--- src/rtl/pipeline_ctrl_pkg.sv ---
// Shared definitions for the pipeline hazard controller: register-index width,
// default divide latency and the divide-timer state encoding.
package pipeline_ctrl_pkg;

  localparam int REG_ADDR_W          = 4;
  localparam int DIV_LATENCY_DEFAULT = 8;

  typedef logic [0:0] div_state_t;

  localparam div_state_t ST_RUN      = 1'b0;
  localparam div_state_t ST_DIV_BUSY = 1'b1;

endpackage

--- src/rtl/div_busy_timer.sv ---
// Divide occupancy timer: holds EX busy for DIV_LATENCY-1 cycles after a
// divide is accepted into EX.
module div_busy_timer #(
  parameter int DIV_LATENCY = pipeline_ctrl_pkg::DIV_LATENCY_DEFAULT
) (
  input  logic clk,
  input  logic reset,
  input  logic start,
  output logic busy
);
  import pipeline_ctrl_pkg::*;

  div_state_t state;
  logic [7:0] div_cnt;

  // NOTE: sequential state uses non-blocking assignments so every flop samples
  // pre-edge values regardless of statement order.
  always_ff @(posedge clk or negedge reset) begin
    if (!reset) begin
      state   <= ST_RUN;
      div_cnt <= 8'd0;
    end else begin
      case (state)
        ST_RUN: begin
          if (start) begin
            state   <= ST_DIV_BUSY;
            div_cnt <= 8'(DIV_LATENCY - 1);
          end
        end
        default: begin
          if (div_cnt == 8'd1) begin
            state   <= ST_RUN;
            div_cnt <= 8'd0;
          end else begin
            div_cnt <= div_cnt - 8'd1;
          end
        end
      endcase
    end
  end

  assign busy = (state == ST_DIV_BUSY);

endmodule

--- src/rtl/pipeline_hazard_controller.sv ---
// Pipeline stall/flush controller: load-use interlock, taken-branch flush and
// multi-cycle divide occupancy of EX, plus a saturating stall counter.
module pipeline_hazard_controller #(
  parameter int DIV_LATENCY = pipeline_ctrl_pkg::DIV_LATENCY_DEFAULT,
  parameter int REG_ADDR_W  = pipeline_ctrl_pkg::REG_ADDR_W
) (
  input  logic                  clk,
  input  logic                  reset,
  input  logic                  of_valid,
  input  logic [REG_ADDR_W-1:0] of_rs1,
  input  logic [REG_ADDR_W-1:0] of_rs2,
  input  logic                  of_use_rs1,
  input  logic                  of_use_rs2,
  input  logic [REG_ADDR_W-1:0] of_rd,
  input  logic                  of_writes_rd,
  input  logic                  of_is_load,
  input  logic                  of_is_div,
  input  logic                  is_Branch_Taken,
  output logic                  pc_en,
  output logic                  if_of_en,
  output logic                  if_of_flush,
  output logic                  of_ex_bubble,
  output logic                  ex_busy,
  output logic [15:0]           stall_cycles
);
  import pipeline_ctrl_pkg::*;

  logic                  ex_valid;
  logic [REG_ADDR_W-1:0] ex_rd;
  logic                  ex_writes_rd;
  logic                  ex_is_load;

  logic run;
  logic load_use;
  logic div_start;

  assign run = ~ex_busy;

  assign load_use = run & of_valid & ex_valid & ex_is_load & ex_writes_rd &
                    ((of_use_rs1 & (of_rs1 == ex_rd)) |
                     (of_use_rs2 & (of_rs2 == ex_rd)));

  // A divide is only accepted when it actually moves into EX this edge.
  assign div_start = run & of_valid & of_is_div & ~of_ex_bubble;

  div_busy_timer #(
    .DIV_LATENCY (DIV_LATENCY)
  ) u_div_busy_timer (
    .clk   (clk),
    .reset (reset),
    .start (div_start),
    .busy  (ex_busy)
  );

  // NOTE: every output gets a default first so no path through the block can
  // leave a value unassigned and infer a latch.
  always_comb begin
    pc_en        = 1'b1;
    if_of_en     = 1'b1;
    if_of_flush  = 1'b0;
    of_ex_bubble = 1'b0;
    if (!reset) begin
      pc_en        = 1'b0;
      if_of_en     = 1'b0;
      if_of_flush  = 1'b1;
      of_ex_bubble = 1'b1;
    end else if (ex_busy) begin
      pc_en    = 1'b0;
      if_of_en = 1'b0;
    end else if (is_Branch_Taken) begin
      // Redirect wins over a load-use stall: the dependent instruction is squashed.
      if_of_flush  = 1'b1;
      of_ex_bubble = 1'b1;
    end else if (load_use) begin
      pc_en        = 1'b0;
      if_of_en     = 1'b0;
      of_ex_bubble = 1'b1;
    end
  end

  always_ff @(posedge clk or negedge reset) begin
    if (!reset) begin
      ex_valid     <= 1'b0;
      ex_rd        <= '0;
      ex_writes_rd <= 1'b0;
      ex_is_load   <= 1'b0;
    end else if (run) begin
      ex_valid     <= of_valid & ~of_ex_bubble;
      ex_rd        <= of_rd;
      ex_writes_rd <= of_writes_rd;
      ex_is_load   <= of_is_load;
    end
  end

  always_ff @(posedge clk or negedge reset) begin
    if (!reset) begin
      stall_cycles <= 16'd0;
    end else if (!pc_en && (stall_cycles != 16'hFFFF)) begin
      stall_cycles <= stall_cycles + 16'd1;
    end
  end

endmodule

--- config.mk ---
export PLATFORM = sky130hd
export DESIGN_NAME = pipeline_hazard_controller
export DESIGN_NICKNAME = d
export VERILOG_FILES = /design/src/rtl/pipeline_ctrl_pkg.sv /design/src/rtl/div_busy_timer.sv /design/src/rtl/pipeline_hazard_controller.sv
export SDC_FILE = /design/constraint.sdc
export NUM_CORES = 1
export LEC_CHECK = 0
export BUFFER_PORTS_ARGS = -buffer_cell sky130_fd_sc_hd__buf_4
export CAP_MARGIN = 0
export CORE_ASPECT_RATIO = 1.25
export CORE_MARGIN = 2
export CORE_UTILIZATION = 53
export CTS_BUF_LIST = sky130_fd_sc_hd__clkbuf_16
export DETAILED_ROUTE_END_ITERATION = 7
export GPL_TIMING_DRIVEN = 0
export PLACE_DENSITY = 0.89
export SYNTH_ARGS = -nofsm -noshare
export SYNTH_HDL_FRONTEND = slang
export SYNTH_SLANG_ARGS = --single-unit
--- constraint.sdc ---
create_clock -name clk -period 3.31 [get_ports clk]
set_input_delay 0.993 -clock clk [delete_from_list [all_inputs] [get_ports clk]]
set_output_delay 0.993 -clock clk [all_outputs]
set_load 0.01 [all_outputs]
* Word-level counts from Yosys, hierarchy flattened
Cells that the tools add are included.
** Cells by class
- $add $sub $neg :: 2
- Multipliers :: 0
- Div/mod/pow operators :: 0
- $lt $le $gt $ge :: 0
- Equal/unequal tests :: 4
- Shift-type cells :: 0
- Mux-type cells :: 17
- Bitwise logic cells :: 13
- Reductions and logical operators :: 3
** Operators with widths (count)
- 2-to-1 mux 8 bit :: 3
- adder 16 x 1 -> 16 bit (second input constant) :: 1
- inequality test 16 bit (second input constant) :: 1
- 2-to-1 mux 1 bit :: 14
- bitwise AND 1 bit :: 10
- equality test 4 bit :: 2
- equality test 8 x 1 -> 1 bit (second input constant) :: 1
- subtractor 8 x 1 -> 8 bit (second input constant) :: 1
- inverter 1 bit :: 2
- nonzero test 2 bit :: 1
- logical AND 1 bit :: 1
- logical NOT 1 bit :: 1
- bitwise OR 1 bit :: 1
** Storage, ports and cells
- Bits in registers :: 32
- Latch bits :: 0
- Bits in writable memories :: 0
- ROM bits :: 0
- Input bits :: 21
- Output and inout bits :: 21
- Logic and storage cells :: 46
- Memories kept :: 0

* Longest topological paths before layout
- Depth after elaboration :: 14
- Mapped depth :: 7
- Gate-level depth less buffers :: 7

* Cells and area by module
A second synthesis with hierarchy kept.
** Second synthesis, totals
- Cell total of the unflattened synthesis :: 168
- Area, all modules :: 1800.5 um^2
** Modules (own cells, without submodules)
- pipeline_hazard_controller :: instances 1, cells each 113, area each 1283.7 um^2, sequential area each 575.6 um^2
- div_busy_timer :: instances 1, cells each 55, area each 516.7 um^2, sequential area each 225.2 um^2

* Least setup slack after synthesis
OpenSTA, ideal clock, no wires.
- Path kind :: input to output
- Start point :: input of_rs2[3]
- End point :: output pc_en
- Data arrival time :: 2.208 ns
- Data required time :: 2.317 ns
- Path slack :: 0.109 ns
- Stages on the path :: 6
- Path buffers :: 2
- Path through :: xor2_1 > nor3_1 > a31oi_4 > buf_4 > and2_1 > buf_4
** Between the ends
- Word-level cells in the longest chain between the ends :: 8
** Ends and longest elaborated chain
- start: declaration :: line pipeline_hazard_controller.sv:11 : input logic [REG_ADDR_W-1:0] of_rs2,
- equality test 4 bit :: line pipeline_hazard_controller.sv:41 : (of_use_rs2 & (of_rs2 == ex_rd)));
- bitwise AND 1 bit :: line pipeline_hazard_controller.sv:41
- bitwise OR 1 bit :: line pipeline_hazard_controller.sv:40 : ((of_use_rs1 & (of_rs1 == ex_rd)) |
- bitwise AND 1 bit :: line pipeline_hazard_controller.sv:39 : assign load_use = run & of_valid & ex_valid & ex_is_load & ex_writes_rd &
- 2-to-1 mux 1 bit (4 in a row)
- end: declaration :: line pipeline_hazard_controller.sv:19 : output logic pc_en,
No other way between the ends.

* Final worst setup path
- Start point :: input of_rs2[3]
- End point :: output pc_en
** Between the ends
- Word-level cells in the longest chain between the ends :: 8
** Ends and longest elaborated chain
- equality test 4 bit :: line pipeline_hazard_controller.sv:41
- bitwise AND 1 bit :: line pipeline_hazard_controller.sv:41
- bitwise OR 1 bit :: line pipeline_hazard_controller.sv:40
- bitwise AND 1 bit :: line pipeline_hazard_controller.sv:39
- 2-to-1 mux 1 bit :: line pipeline_hazard_controller.sv:74 : end else if (load_use) begin
- 2-to-1 mux 1 bit :: line pipeline_hazard_controller.sv:70 : end else if (is_Branch_Taken) begin
- 2-to-1 mux 1 bit :: line pipeline_hazard_controller.sv:67 : end else if (ex_busy) begin
- 2-to-1 mux 1 bit :: line pipeline_hazard_controller.sv:62 : if (!reset) begin
No other way between the ends.

==> results.yml <==
timing:
  setup_ws_ns: 0.05493
  max-slew-margin-rel_pct: 69.34
  layout_min_cycle_time_ns: 3.255
  rsz0062_at_grt: "false"
  tightest_slew_ns: 0.4565
  hold_violations: 0
  fin_crit_sh_pct: 98.34
  fmax_ghz: 0.3072
  finalClockSkew_ns: 0.006440
  report.final.slew_viol_count: 0
  setup_viol: 0
die:
  die_w_um: 56.92
  dieArea_mm2: 0.003993
  die_h_um: 70.16
  core_area_mm2: 0.003423
  initial_utilization_pct: 54.20
  fp-row-count: 24
  io_pins: 42
logic_synthesis:
  syn-instance-count: 175
  synth_mux_area_share_pct: 6.608
  synth_top_family_by_area: "simple AND/OR/NAND/NOR gates"
  synth_top_area_share_pct: 43.16
  async_flop_share_pct: 100.0
  yosys.area_share.adder_pct: 2.023
  synth_xor_area_share_pct: 7.552
  synth_area_per_cell_um2: 10.60
  syn_nets: 199
  synth_ff_type: "dfrtp_1"
  synthDominantAreaCellType: "dfrtp_1"
  synth_edf_count: 0
  synth_compound_area_share_pct: 17.33
  yosysSeqAreaShare_pct: 43.16
  ys_ff_latch: 32
  synth_cell_type_count: 47
  ys_warn_count: 0
  synth-simple-area-share_pct: 19.96
  syn_area_mm2: 0.001856
  synth_area_leaders: "dfrtp_1 43%, xor2_1 7.1%, mux2_2 4.9%"
setup_path:
  crit_arrival_ns: 2.26
  crit_slowest_cell: "nor3_2"
  critPathTopFamily: "buffers and inverters"
  end_kind: "output port"
  cpMostUsedCell: "buf_4"
  r2r_start: "ex_rd[0]"
  path_cells: "buf_4 > xor2_1 > nor3_2 > a31oi_4 > buf_4 > and2_4 > buf_4 > buf_4"
  r2r-end: "stall_cycles[9]"
  slowest_delay_ns: 0.28
  critPathLaunchType: "input port"
  worst-setup-path-type: "in -> out"
  path_buf_inv: 4
  cp.required_ns: 2.32
  critPathMaxFanout: 10
  ff2ff_path_depth: 6
  r2r_slack_ns: 1.31
route:
  drtIter0Drc: 41
  dr.pass1.iters: 5
  vias: 1513
  wl_per_cell_um: 14.39
  dr_wl_met3_um: 146
  top_layer: "met4"
  wl_met1_um: 1630
  drt_wl_total_um: 3800
  remaining_drc_errors: 0
  drt-vias-per-instance: 5.731
  routed-wl-met2_um: 1953
  ant_nets: 0
clocking:
  clk_path_buf_depth: 2
  numCtsBuffers: 5
  clk_latency_ns: 0.27
  cts.htree.levels: 2
  cts_hold_buf: 0
  ctsRootBufferMaster: "clkbuf_16"
  cts_tree: "yes"
  path_clk_slew_ns: 0.05
  clock_sinks: 32
min_path:
  whs_path_depth: 2
  holdCritPathClass: "reg -> reg"
  hold_end: "ex_valid"
  holdCritStartpoint: "ex_valid"
pwr:
  p_leak_nw: 1.072
  p_int_w: 0.001228
  power_frac_seq_pct: 38.8
  power_w: 0.001944
  ir_worst_vdd_mv: 0.6801
  pwr-share-clk_pct: 21.8
  p_switching_w: 0.0007160
  power.density_mw_per_mm2: 820.6
  combPwrFrac_pct: 39.4
  switching_share_pct: 36.84
placement:
  gp_congestion: 0.8675
  dpl_cell_area_mm2: 0.002212
  post-place-ws_ns: -0.2275
  dpl.hpwl_um: 2766
  portBuffers: 41
grt:
  antenna_found_initial: 0
  first_global_vias: 1544
  grt_max_degree: 35
  grt_pass1_wl_um: 6617
  track_usage_pct: 20.98
  grt-ovfl-total: 0
cells_and_area:
  layout_commonest_cell: "buf_4"
  final_cell_mix: "45 x buf_4, 32 x dfrtp_1, 15 x xor2_1"
  design_area_mm2: 0.002369
  syn_to_final_growth_pct: 27.65
  antenna_cells: 0
  fillCellCount: 246
  drive_gt1_share_pct: 36.44
  final_nets: 249
flow_run:
  maxCapViolCount: 0
status:
  status: "complete, no violations"
## cell usage after synthesis, drive strengths merged, types with 2 or more instances
cell and n:
xor2 15, nand3 6, a21oi 7, nand2 13, and2 2, nand4 6
buf 6, a21o 2, inv 6, a211oi 7, dfrtp 32, nor4 2
a211o 2, nor3 6, mux2 10, o21ai 6, a2111oi 4, nor2 12
ha 3, or2 2, nand2b 8, or3 2
## how the worst max path moves through the flow
stage                   start     to  slack (ns)  depth (start not counted)
global placement    of_rs1[0]  pc_en       -0.21                          7
global route        of_rs2[3]  pc_en       0.003                          8
floorplan           of_rs2[3]  pc_en        0.11                          6
CTS                 of_rs1[0]  pc_en        0.02                          7
detailed placement  of_rs1[0]  pc_en       -0.23                          7
finish              of_rs2[3]  pc_en        0.05                          8
## worst register-to-register path: cells and delay by family (launching register included)
| family | cells | cell delay (ns) |
|---|---|---|
| AO/OA/AOI/OAI | 2 | 0.87 |
| AND/OR/NAND/NOR | 1 | 0.21 |
| XOR/XNOR | 1 | 0.18 |
| flip-flops | 1 | 0.39 |
| buffers and inverters | 2 | 0.27 |
## layout make-up
class / count / area (µm²) / area share (%)
repair buffers: 44 / 334.1 / 14.10
flip-flops and latches: 32 / 800.8 / 33.81
clock inverters: 2 / 8.758 / 0.3698
inverters: 6 / 22.52 / 0.9509
multi-input cells: 131 / 999.7 / 42.21
well taps: 39 / 48.80 / 2.060
clock buffers: 5 / 125.1 / 5.283
plain buffers: 5 / 28.78 / 1.215
## what timing repair did
| action | in CTS | in global routing |
|---|---|---|
| setup endpoints to repair | 3 | 1 |
| gates resized for setup | 3 | 0 |
| pin swaps | 3 | 2 |
| setup buffers | 3 | 0 |
## per-stage QoR
| step | utilization [%] | hold slack (ns) | setup TNS, ns | std cells |
|---|---|---|---|---|
| 3_5_place_dp | 64.62 | 0.4880 | -0.3880 | 255 |
| 2_1_floorplan | - | 0.4536 | 0 | 175 |
| 5_1_grt | 69.19 | 0.5256 | 0 | 264 |
| 3_3_place_gp | 64.62 | 0.4750 | -0.3418 | 255 |
| 6_report | 69.19 | 0.4980 | 0 | 264 |
| 4_1_cts | 69.52 | 0.5002 | 0 | 265 |
## cells by family (layout without fill, tap and decap cells)
group           Yosys count  after routing
simple gates             66             66
xor+xnor                 16             16
fa+ha+maj                 3              3
flops                    32             32
mux                      11             11
compound gates           35             35
buf+inv                  12             62
## power groups by stage
stage / Sequential [W] / Clock (W) / Combinational [W]
6_report: 0.000753 / 0.000424 / 0.000766
5_1_grt: 0.000786 / 0.000450 / 0.000853
4_1_cts: 0.000753 / 0.000431 / 0.000778
3_5_place_dp: 0.000755 / 0 / 0.000758
3_3_place_gp: 0.000746 / 0 / 0.000735
2_1_floorplan: 0.000757 / 0 / 0.000474
## sequential cells by signal, indices dropped and copies added, names as in the netlist
| signal | count |
|---|---|
| ex_valid | 1 |
| u_div_busy_timer.busy | 1 |
| u_div_busy_timer.div_cnt | 8 |
| ex_writes_rd | 1 |
| ex_rd | 4 |
| ex_is_load | 1 |
| stall_cycles | 16 |
## layer usage
| metal | track usage [%] | vias to the layer above |
|---|---|---|
| met3 | 5.000 | 8 |
| met2 | 36.40 | 30 |
| li1 | - | 735 |
| met4 | 9.044 | 0 |
| met1 | 24.18 | 740 |
| met5 | 0 | - |
No activity file was read; power rests on OpenSTA's default activity.
